**src/rtl/rvga_types.sv**
```systemverilog
// Shared types for the RVGA memory-side blocks: membus arbiter state and owner encodings.
package rvga_types;

  typedef enum logic [1:0] {
    IDLE    = 2'd0,
    GRANT_I = 2'd1,
    GRANT_D = 2'd2
  } membus_arb_state_t;

  typedef enum logic {
    OWNER_I = 1'b0,
    OWNER_D = 1'b1
  } membus_owner_t;

  localparam int unsigned wd_width = 16;

endpackage

```
**src/rtl/membus_rr_pick.sv**
```systemverilog
// Two-way round-robin selector: a lone requester wins, a tie goes to the side that did not own last.
module membus_rr_pick (
  input  logic [1:0] req,
  input  logic       last,
  output logic       gnt_valid,
  output logic       gnt
);

  assign gnt_valid = |req;

  // NOTE: every combinational output gets a value on every path, so no latch is inferred.
  always_comb begin
    gnt = req[1];
    if (&req) gnt = ~last;
  end

endmodule

```
**src/rtl/l1_membus_arbiter.sv**
```systemverilog
// Shares one DDR membus between the I-side and D-side l1cache, round-robin, with a response
// watchdog and a sticky protocol-error flag.
module l1_membus_arbiter
  import rvga_types::*;
#(
  parameter int unsigned addr_width     = 32,
  parameter int unsigned line_width     = 256,
  parameter int unsigned timeout_cycles = 1024
) (
  input  logic                  clk,
  input  logic                  rst,

  input  logic                  i_read_i,
  input  logic                  i_write_i,
  input  logic [addr_width-1:0] i_addr_i,
  input  logic [line_width-1:0] i_wdata_i,
  output logic                  i_resp_o,

  input  logic                  d_read_i,
  input  logic                  d_write_i,
  input  logic [addr_width-1:0] d_addr_i,
  input  logic [line_width-1:0] d_wdata_i,
  output logic                  d_resp_o,

  output logic [line_width-1:0] rdata_o,

  output logic                  mem_read_o,
  output logic                  mem_write_o,
  output logic [addr_width-1:0] mem_addr_o,
  output logic [line_width-1:0] mem_wdata_o,
  input  logic [line_width-1:0] mem_rdata_i,
  input  logic                  mem_resp_i,

  output logic                  timeout_o,
  output logic                  proto_err_o
);

  localparam logic [wd_width-1:0] wd_limit = wd_width'(timeout_cycles - 1);
  localparam logic [wd_width-1:0] wd_max   = '1;

  membus_arb_state_t   state;
  membus_owner_t       last_owner;
  logic                op_is_write;
  logic [wd_width-1:0] wd_cnt;
  logic                timeout_q;
  logic                proto_err_q;

  logic i_req, d_req;
  logic pick_valid, pick_gnt;
  logic win_write;
  logic granted, own_d;
  logic both_strobes;

  assign i_req        = i_read_i | i_write_i;
  assign d_req        = d_read_i | d_write_i;
  assign both_strobes = (i_read_i & i_write_i) | (d_read_i & d_write_i);

  membus_rr_pick u_pick (
    .req       ({d_req, i_req}),
    .last      (last_owner),
    .gnt_valid (pick_valid),
    .gnt       (pick_gnt)
  );

  // A simultaneous read+write counts as a write.
  assign win_write = pick_gnt ? d_write_i : i_write_i;

  // NOTE: sequential state uses non-blocking assignments; the async reset clears every register.
  always_ff @(posedge clk or posedge rst) begin
    if (rst) begin
      state       <= IDLE;
      last_owner  <= OWNER_D;
      op_is_write <= 1'b0;
      wd_cnt      <= '0;
      timeout_q   <= 1'b0;
      proto_err_q <= 1'b0;
    end else begin
      if (both_strobes) proto_err_q <= 1'b1;

      case (state)
        IDLE: begin
          if (pick_valid) begin
            state       <= pick_gnt ? GRANT_D : GRANT_I;
            last_owner  <= membus_owner_t'(pick_gnt);
            op_is_write <= win_write;
            wd_cnt      <= '0;
          end
        end
        GRANT_I, GRANT_D: begin
          if (mem_resp_i) begin
            state <= IDLE;
          end else begin
            // The watchdog only flags a stall; the transaction keeps waiting for DDR.
            if (wd_cnt == wd_limit) timeout_q <= 1'b1;
            if (wd_cnt != wd_max)   wd_cnt    <= wd_cnt + 1'b1;
          end
        end
        default: state <= IDLE;
      endcase
    end
  end

  // Outputs decode registered state, so they all drop as soon as rst clears it.
  assign granted = (state == GRANT_I) || (state == GRANT_D);
  assign own_d   = (state == GRANT_D);

  assign mem_read_o  = granted & ~op_is_write;
  assign mem_write_o = granted &  op_is_write;
  assign mem_addr_o  = !granted ? '0 : (own_d ? d_addr_i  : i_addr_i);
  assign mem_wdata_o = !granted ? '0 : (own_d ? d_wdata_i : i_wdata_i);

  assign i_resp_o = (state == GRANT_I) & mem_resp_i;
  assign d_resp_o = (state == GRANT_D) & mem_resp_i;
  assign rdata_o  = granted ? mem_rdata_i : '0;

  assign timeout_o   = timeout_q;
  assign proto_err_o = proto_err_q;

endmodule
```
**config.mk**
```make
export PLATFORM = sky130hd
export DESIGN_NAME = l1_membus_arbiter
export DESIGN_NICKNAME = d
export VERILOG_FILES = /design/src/rtl/rvga_types.sv /design/src/rtl/membus_rr_pick.sv /design/src/rtl/l1_membus_arbiter.sv
export SDC_FILE = /design/constraint.sdc
export NUM_CORES = 1
export LEC_CHECK = 0
export BUFFER_PORTS_ARGS = -buffer_cell sky130_fd_sc_hd__buf_2
export CORE_AREA = 5 5 540 542
export DETAILED_ROUTE_END_ITERATION = 8
export DIE_AREA = 0 0 545 547
export HOLD_SLACK_MARGIN = 0.15
export SLEW_MARGIN = 10
export SYNTH_ARGS = -nofsm -noshare
export SYNTH_HDL_FRONTEND = slang
export SYNTH_SLANG_ARGS = --single-unit
```
**constraint.sdc**
```tcl
create_clock -name clk -period 2.8 [get_ports clk]
set_input_delay 0.56 -clock clk [delete_from_list [all_inputs] [get_ports clk]]
set_output_delay 0.56 -clock clk [all_outputs]
set_load 0.01 [all_outputs]
```
==> results of run 1 <==
power breakdown:
part | switching (mW) | leakage, nW | internal, mW | total [mW]
logic | 14.8 | 8.99 | 7.02 | 21.8
clock network | 0.124 | 0.0449 | 0.219 | 0.343
registers | 0.0718 | 0.291 | 0.377 | 0.449
per-stage QoR:
| step | hold WS [ps] | TNS, ps | util, % | total power [mW] | instance area, sq um |
|---|---|---|---|---|---|
| finish | 485.7 | -17.32 | 7.072 | 22.57 | 20260 |
| floorplan | 459.7 | 0 | - | 7.983 | 7221 |
| global route | 523.0 | -254.2 | 7.016 | 24.34 | 20100 |
| global placement | 461.7 | 0 | 6.882 | 22.58 | 19710 |
| CTS | 496.5 | 0 | 6.924 | 23.12 | 19830 |
| detailed placement | 482.8 | 0 | 6.882 | 22.69 | 19710 |
final timing paths:
| kind | from | end | slack [ps] |
|---|---|---|---|
| setup / recovery | state[0] | mem_addr_o[31] | -20 |
| hold / removal | rst | wd_cnt[4] | 490 |
| setup reg to reg | state[1] | wd_cnt[2] | 270 |
| hold reg to reg | timeout_o | timeout_o | 490 |
| max in group asynchronous | rst | wd_cnt[10] | 1750 |
| min in group clk | timeout_o | timeout_o | 490 |
flip-flops by register name, indices dropped and copies added, names as in the netlist:
| register | cells |
|---|---|
| proto_err_o | 1 |
| op_is_write | 1 |
| wd_cnt | 16 |
| state | 2 |
| last_owner | 1 |
| timeout_o | 1 |
cell type report:
class	count	area, sq um
well taps	3781	4731
flip-flops and latches	22	551.8
multi-input cells	950	6340
repair buffers	1437	8207
fillers	33980	266200
diodes	120	300.3
clock buffers	4	88.84
inverters	8	37.54
cell families after synthesis:
kind of cell	after synthesis
AND/OR/NAND/NOR	606
multiplexers	288
buffers and inverters	105
AO/OA/AOI/OAI	52
flip-flops	22
adder cells (fa/ha/maj)	4
per-layer routing:
| layer | routed length, um | up-vias | GRT usage [%] |
|---|---|---|---|
| met5 | 1620 | - | 0 |
| met1 | 103600 | 6563 | 19.71 |
| met4 | 6977 | 242 | 1.866 |
| li1 | - | 6418 | - |
| met3 | 47530 | 856 | 12.95 |
| met2 | 133500 | 1814 | 31.69 |
synthesized netlist by cell type, drive strengths merged (2+ instances only):
library cell  instances
o31ai                 3
nand3                 9
nand2b                2
or2                   2
mux2i               288
o21ai                21
a21oi                 9
o211a                 2
a41o                  2
a31oi                 9
nor3                  2
ha                    4
nand2                16
dfrtp                21
inv                   8
clkbuf               78
o22ai                 2
nor4                  3
and3                  3
nand4                 4
buf                  19
nor2b                 2
and2                261
nor2                300
what timing repair did:
item	in CTS	in global routing
hold buffers	0	0
gates cloned	0	2
setup endpoints to repair	6	38
pin swaps	0	1
setup buffers	0	1
gates resized for setup	7	13
==> results list, run 1 <==
* Outcome: finished, violations left
* Violated checks: setup timing
- The slowest stage of the critical path is the sky130_fd_sc_hd__mux2i_1 cell.
- Tcrit/Tclk final: 100.6%
* Levels on crit path: 7
* Post-Synth XOR/XNOR Area: 0%
* Actual transition at the worst max-transition pin: around 910 ps
- Maximum number of pins on one net before global-route repair: 114
- Setup repair after global routing could not meet its margin everywhere.
- Number of antenna-violating nets in the routed design: 0
- CTS built an H-tree with a depth of 1.
- Buffers inserted during clock tree synthesis total 3.
- Global routing consumed, over all layers together, about a fifth of the routing resources.
- In the routed design, unresolved DRC markers number 0.
* Multiplexer share of the synthesized area: 39.92%
* Leakage power: 9.324 nW
- The number of hold violations in the final report is 0.
- Post-place setup slack: 55.31 ps
- Final-report setup violation count: 1
- Largest area contributor in the netlist: sky130_fd_sc_hd__mux2i_1
- Min-delay worst type: in -> async
- The worst register-to-register path has a depth of 8.
- In this run, placement finished with an instance count of 6195.
- In the layout the commonest cells are sky130_fd_sc_hd__buf_2, sky130_fd_sc_hd__nor2_1, sky130_fd_sc_hd__mux2i_1.
* Count of non-filler cells in the finished layout: 6322
* Worst-path fanout max: 13
- VDD sags by at most between 0.0007 and 0.0008 V.
- Of the post-synthesis cell area, the dominant cell type holds approximately two fifths.
- Number of enable flip-flop cells after synthesis: 0
* Top Ports: 1389
* Synthesis warning total: 0
* Number of different library cells in the post-synthesis netlist: 36
* Number of buffer and inverter instances along the worst setup path: 4
- The worst pin sits at a relative slew slack of 39.57%.
- Arrival time of data at the critical path endpoint: 2260 ps
- Skew final: between 5 and 6 ps
- Minimum period implied by the final worst setup slack: 2817 ps
- Top Family by Delay on Critical Path: buffers and inverters
* Max Clk Rate: 0.3549 GHz
* Number of pins exceeding their max-slew limit in the final report: 0
* Simple logic cell fraction of the synthesized area: 41.50%
* Register bit count reported by yosys: 22
- Max cap viols: 0
- Share of the synthesized area in compound gates (AO/OA/AOI/OAI): 4.349%
- Post-synthesis net count: around 1.9k
* Wirelength per Cell: roughly 46 um
- Initial antenna violation count: 544
- In this run the standard cell core region covers 0.2864 sq mm.
- The cell count after synthesis came out at 1077.
- Post-synthesis adder-cell area fraction: less than 1%
- Remaining global-route overflow: 0
* Vias/cell: 2.514
- For the worst setup path, the data required time is 2240 ps.
* CTS root buffer: sky130_fd_sc_hd__clkbuf_16
* Main area contributors after synthesis: sky130_fd_sc_hd__mux2i_1, sky130_fd_sc_hd__and2_1, sky130_fd_sc_hd__nor2_1, sky130_fd_sc_hd__dfrtp_1, sky130_fd_sc_hd__clkbuf_1
- CP Cell Sequence: inv_1 > ha_4 > buf_12 > buf_4 > mux2i_1 > nor2_1 > buf_2
- Kind of end point of the critical path: output port
- Dividing total power by cell area gives a power density of ~1100 mW/mm^2.
- Of all flip-flops after synthesis, the portion carrying an async set or reset was 100.0%.
- The first global-routing pass estimated 321200 um of wire.
* # port buffers: 1388
- Once detailed placement completed, the half-perimeter wirelength came to 284100 um.
* Die area: roughly 0.30 sq mm
* Main combinational cell family by area after synthesis: simple AND/OR/NAND/NOR gates
* Die outline height: 547 um
- Most frequent standard cell in the layout excluding fill and tap cells: sky130_fd_sc_hd__buf_2
- STA classifies the critical path startpoint as a register.
- CTS tree: yes
- In this run the mean area of a mapped cell was roughly 6.7 sq um.
- For this run, the slowest stage of the critical path takes 470 ps.
* Clock latency at the later pin of the worst-skew pair: approximately 260 ps
- The via count of the first global-routing pass came to 13.82k.
* Iteration count of the initial detailed-routing pass: 5
- Mapped Area: 0.007221 sq mm
- In the synthesized netlist the dominant register cell turns out to be sky130_fd_sc_hd__dfrtp_1.
* Violation count after the first detailed-routing iteration: 660
* Layout cell share with drive strength beyond 1: 60.39%
* Horizontal die dimension: 545 um
- Summing the sequential cell areas from Yosys gives around 7.6% of the chip area.
* Number of nets in the layout: 3265
* Vias post-DR: 15.89k
- After clock tree synthesis, the clock-pin slew on the worst setup and hold paths is 60 ps.
* Post-detailed-routing wire length: 293200 um
- Site row count: 197
- The clock net in this run drives a total of 22 sinks.
- The area growth from synthesis to layout is 180.5%.
- At the end of routability-driven placement, the weighted congestion stood at roughly 0.8.
- The setup path with the least slack is of type reg -> out.
* Buffer depth of the longest clock path: 2
- Once the floorplan was initialized, standard cells occupied under 10% of the core.
* Final setup margin: -17.32 ps
No activity file was read; power rests on OpenSTA's default activity.
==> inputs of run 2 (changes only) <==
CELL_PAD_IN_SITES_DETAIL_PLACEMENT = 2   (was unset)
CELL_PAD_IN_SITES_GLOBAL_PLACEMENT = 2   (was unset)
CORE_AREA = 5 5 537 539   (was 5 5 540 542)
DIE_AREA = 0 0 542 544   (was 0 0 545 547)
PLACE_DENSITY_LB_ADDON = 0.1   (was unset)
==> run 2 against run 1 <==
Net effect:
- the flow now finishes without violations
- non-clock buffer count is 72 higher
- flip-flop and latch count stayed put
- fmax is 2.8% higher
- core utilization is 0.25 points higher
- clock power is 7.0% higher
- combinational power is 6% lower
- worst setup slack better by 76 ps
- critical endpoint is now mem_addr_o[20]
- largest cell class unchanged
==> results list, run 2 (same netlist as run 1, synthesis figures left out) <==
* Outcome: finished clean
- Skew final: 3.226 ps (-2.065 ps)
- Tracing the worst setup path back leads to its startpoint at state[0].
- The average wire per cell in the routed design was 30.98 um (-33%).
* Power per standard cell area: 1031 mW/mm^2 (-7.4%)
* Buffer depth of the longest clock path: 2 (unchanged)
- Register with the most flip-flops: wd_cnt
- Number of global-route vias before repair: 16.10k (+17%)
- Number of nets in the layout: 3337 (+2.2%)
- The worst endpoint required time came to 2240 ps (about the same).
* Longest individual stage delay on the worst path: 400 ps (-70 ps)
- In this run the critical register-to-register path is captured at wd_cnt[7].
- Dpl hpwl: 185100 um (-35%)
- The final max-slew violation count came to 0 (unchanged).
* Max cap viols: 0 (unchanged)
- The total clock sinks came to 22 (unchanged).
- The clock-pin slew on the worst setup and hold paths came to 70 ps (about the same).
* Length of routed met3 wiring: 26630 um (-44%)
* Count of non-filler cells in the finished layout: 6316 (-0.095%)
* Worst-path fanout max: 10 (-3)
- Unrepaired setup endpoints after global routing: yes
- Relative max-transition margin: 63.89% (+24 points)
* Min-delay worst type: in -> async
* # port buffers: 1388 (unchanged)
- The overall die area came to 0.2948 sq mm (-1.1%).
- TritonCTS built the clock tree.
- The detail-routed via count per cell was 2.366 (-5.9%).
- The signal on the critical path passes through inv_2 > ha_4 > buf_12 > bufbuf_16 > buf_16 > mux2i_2 > nor2_1 > buf_4 > buf_2.
- Type of origin of the critical path: register
- The library cell used most frequently in the layout, excluding fill and tap cells, is sky130_fd_sc_hd__buf_2.
- The number of iterations in the first detailed-routing pass came to 4 (-1).
* Core Region: 0.2835 sq mm (-1.0%)
- The logic depth of the worst path, buffers included was 9 (+2).
- Vias post-DR: 14.94k (-6.0%)
* Total met2 wirelength after detailed routing: 89160 um (-33%)
* Die outline height: 544 um (-0.55%)
* Class of the most critical setup path: reg -> out
- Worst reg2reg setup slack: 420 ps (+150 ps)
- Number of antenna-violating nets in the routed design: 0 (unchanged)
* Largest registers: wd_cnt x16, state x2
* Kind of end point of the critical path: output port
- The insertion delay to the later sink of the worst-skew pair came to 270 ps (about the same).
- The largest individual stage delay along the critical path comes from the cell sky130_fd_sc_hd__dfrtp_1.
- The wire length of the first global-routing pass was 230500 um (-28%).
- Largest register FFs: 16 (unchanged)
- Highest metal used: met5
* Cell area reported after detailed placement: 0.01981 sq mm (+0.50%)
- Critical register-to-register path startpoint: state[1]
- Horizontal die dimension: 542 um (-0.55%)
- The top achievable clock speed is 0.3648 GHz (+2.8%).
* Initial antenna violation count: 280 (-49%)
* Tcrit/Tclk final: 97.91% (-2.7 points)
- The worst path buffer plus inverter count came to 6 (+2).
- Remaining global-route overflow: 0 (unchanged)
* Minimum period implied by the final worst setup slack: 2742 ps (-75.78 ps)
- The count of boundary I/O pins came to 1389 (unchanged).
- On the critical path the largest part of the delay comes from buffers and inverters.
- The final weighted congestion in routability-driven placement was 0.7953 (-0.61%).
- Total clock buffers created by CTS: 3 (unchanged)
* Layout cell share with drive strength beyond 1: 62.70% (+2.3 points)
- The detailed router's first-iteration violation count was 447 (-32%).
- The effective utilization at floorplan is 2.547% (+0.026 points).
- Actual transition at the worst max-transition pin: 526.6 ps (-378.8 ps)
* Routed metal-1 wirelength: 76660 um (-26%)
- The pin count of the biggest net entering global routing is 52 (-54%).
* End point of the critical path: mem_addr_o[20]
- Arrival time of data at the critical path endpoint: 2180 ps (-80 ps)
* Post-detailed-routing wire length: 195700 um (-33%)
- # DRC: 0 (unchanged)
* Final instance area: 0.02076 sq mm (+2.5%)
* Cell Count Post-Placement: 6234 (+0.63%)
* Post-Route Utilization: 7.322% (+0.25 points)
- The total power consumption of the routed design was 21.41 mW (-5.1%).
* Commonest cells after routing, fill and taps aside: sky130_fd_sc_hd__buf_2, sky130_fd_sc_hd__nor2_1, sky130_fd_sc_hd__and2_1
- CTS root buffer: sky130_fd_sc_hd__clkbuf_16
- The peak supply drop came to 0.0003427 V (-54%).
* Area Overhead vs Synth: 187.5%
- The number of setup violations in the final report came to 0 (-1).
- GRT Resource Usage Total: 12.50% (-6.2 points)
- Register-to-Register Path Depth: 7 (-1)
* Number of hold-slack violations in the final timing report: 0 (unchanged)
- The static power due to leakage is 9.716 nW (+4.2%).
* Max H-tree Level: 1 (unchanged)
* Site row count: 196 (-0.51%)
-- run 2: cell types whose count changed in the layout (fill, tap and decap cells not counted), sizes merged --
| cell | previous run | this run |
|---|---|---|
| diode | 120 | 61 |
| bufbuf | 0 | 2 |
| buf | 1435 | 1496 |
| clkbuf | 6 | 15 |
-- run 2: power breakdown --
part / switching (mW) / leakage, nW / total [mW] / internal [mW]
clock: 0.148 / 0.0445 / 0.367 / 0.220
combinational: 13.1 / 9.38 / 20.6 / 7.53
sequential: 0.0735 / 0.291 / 0.450 / 0.377
total: 13.3 / 9.72 / 21.4 / 8.12
-- run 2: area by class of cell --
cell class                      count  area (sq um)
Timing Repair Buffer             1509          8653
Tap cell                         3762          4707
Multi-Input combinational cell    950          6568
Sequential cell                    22         551.8
Inverter                            8         37.54
Clock buffer                        4         88.84
Fill cell                       34140        262700
Antenna cell                       61         152.6
-- run 2: metrics by stage --
step | setup TNS, ps | hold slack, ps | setup slack [ps]
finish | 0 | 357.5 | 58.46
CTS | -6.015 | 368.2 | -4.724
global placement | -2113 | 466.7 | -342.5
global route | -287.7 | 399.3 | -32.47
floorplan | 0 | 459.7 | 293.9
detailed placement | -2074 | 483.1 | -350.6
-- run 2: timing repair --
action                     CTS  global route
setup endpoints to repair   75            47
cloned                       2             2
resized for setup           44            49
pin swaps                    1             1
hold buffers                 0             0
buffers inserted            12             2
-- run 2: layer usage --
layer  up-vias  GRT usage (%)
li1       6490              -
met4       174         0.5785
met2      1128          20.88
met1      6756          14.15
met3       394          7.842
met5         -              0
-- run 2: how the worst min path moves through the flow --
stage | end | cells after the start | slack [ps]
2_1_floorplan | wd_cnt[5] | 1 | 460
4_1_cts | wd_cnt[10] | 3 | 370
5_1_grt | wd_cnt[10] | 3 | 400
3_5_place_dp | timeout_o | 1 | 480
6_report | wd_cnt[11] | 3 | 360
3_3_place_gp | timeout_o | 1 | 470
-- run 2: worst register-to-register path: stages, from the launching register on --
cell and delay, ps:
sky130_fd_sc_hd__dfrtp_1 400, sky130_fd_sc_hd__inv_1 120, sky130_fd_sc_hd__ha_4 340, sky130_fd_sc_hd__buf_4 280, sky130_fd_sc_hd__nand2_1 130, sky130_fd_sc_hd__or4_4 650
sky130_fd_sc_hd__and2_4 230, sky130_fd_sc_hd__a31oi_1 160
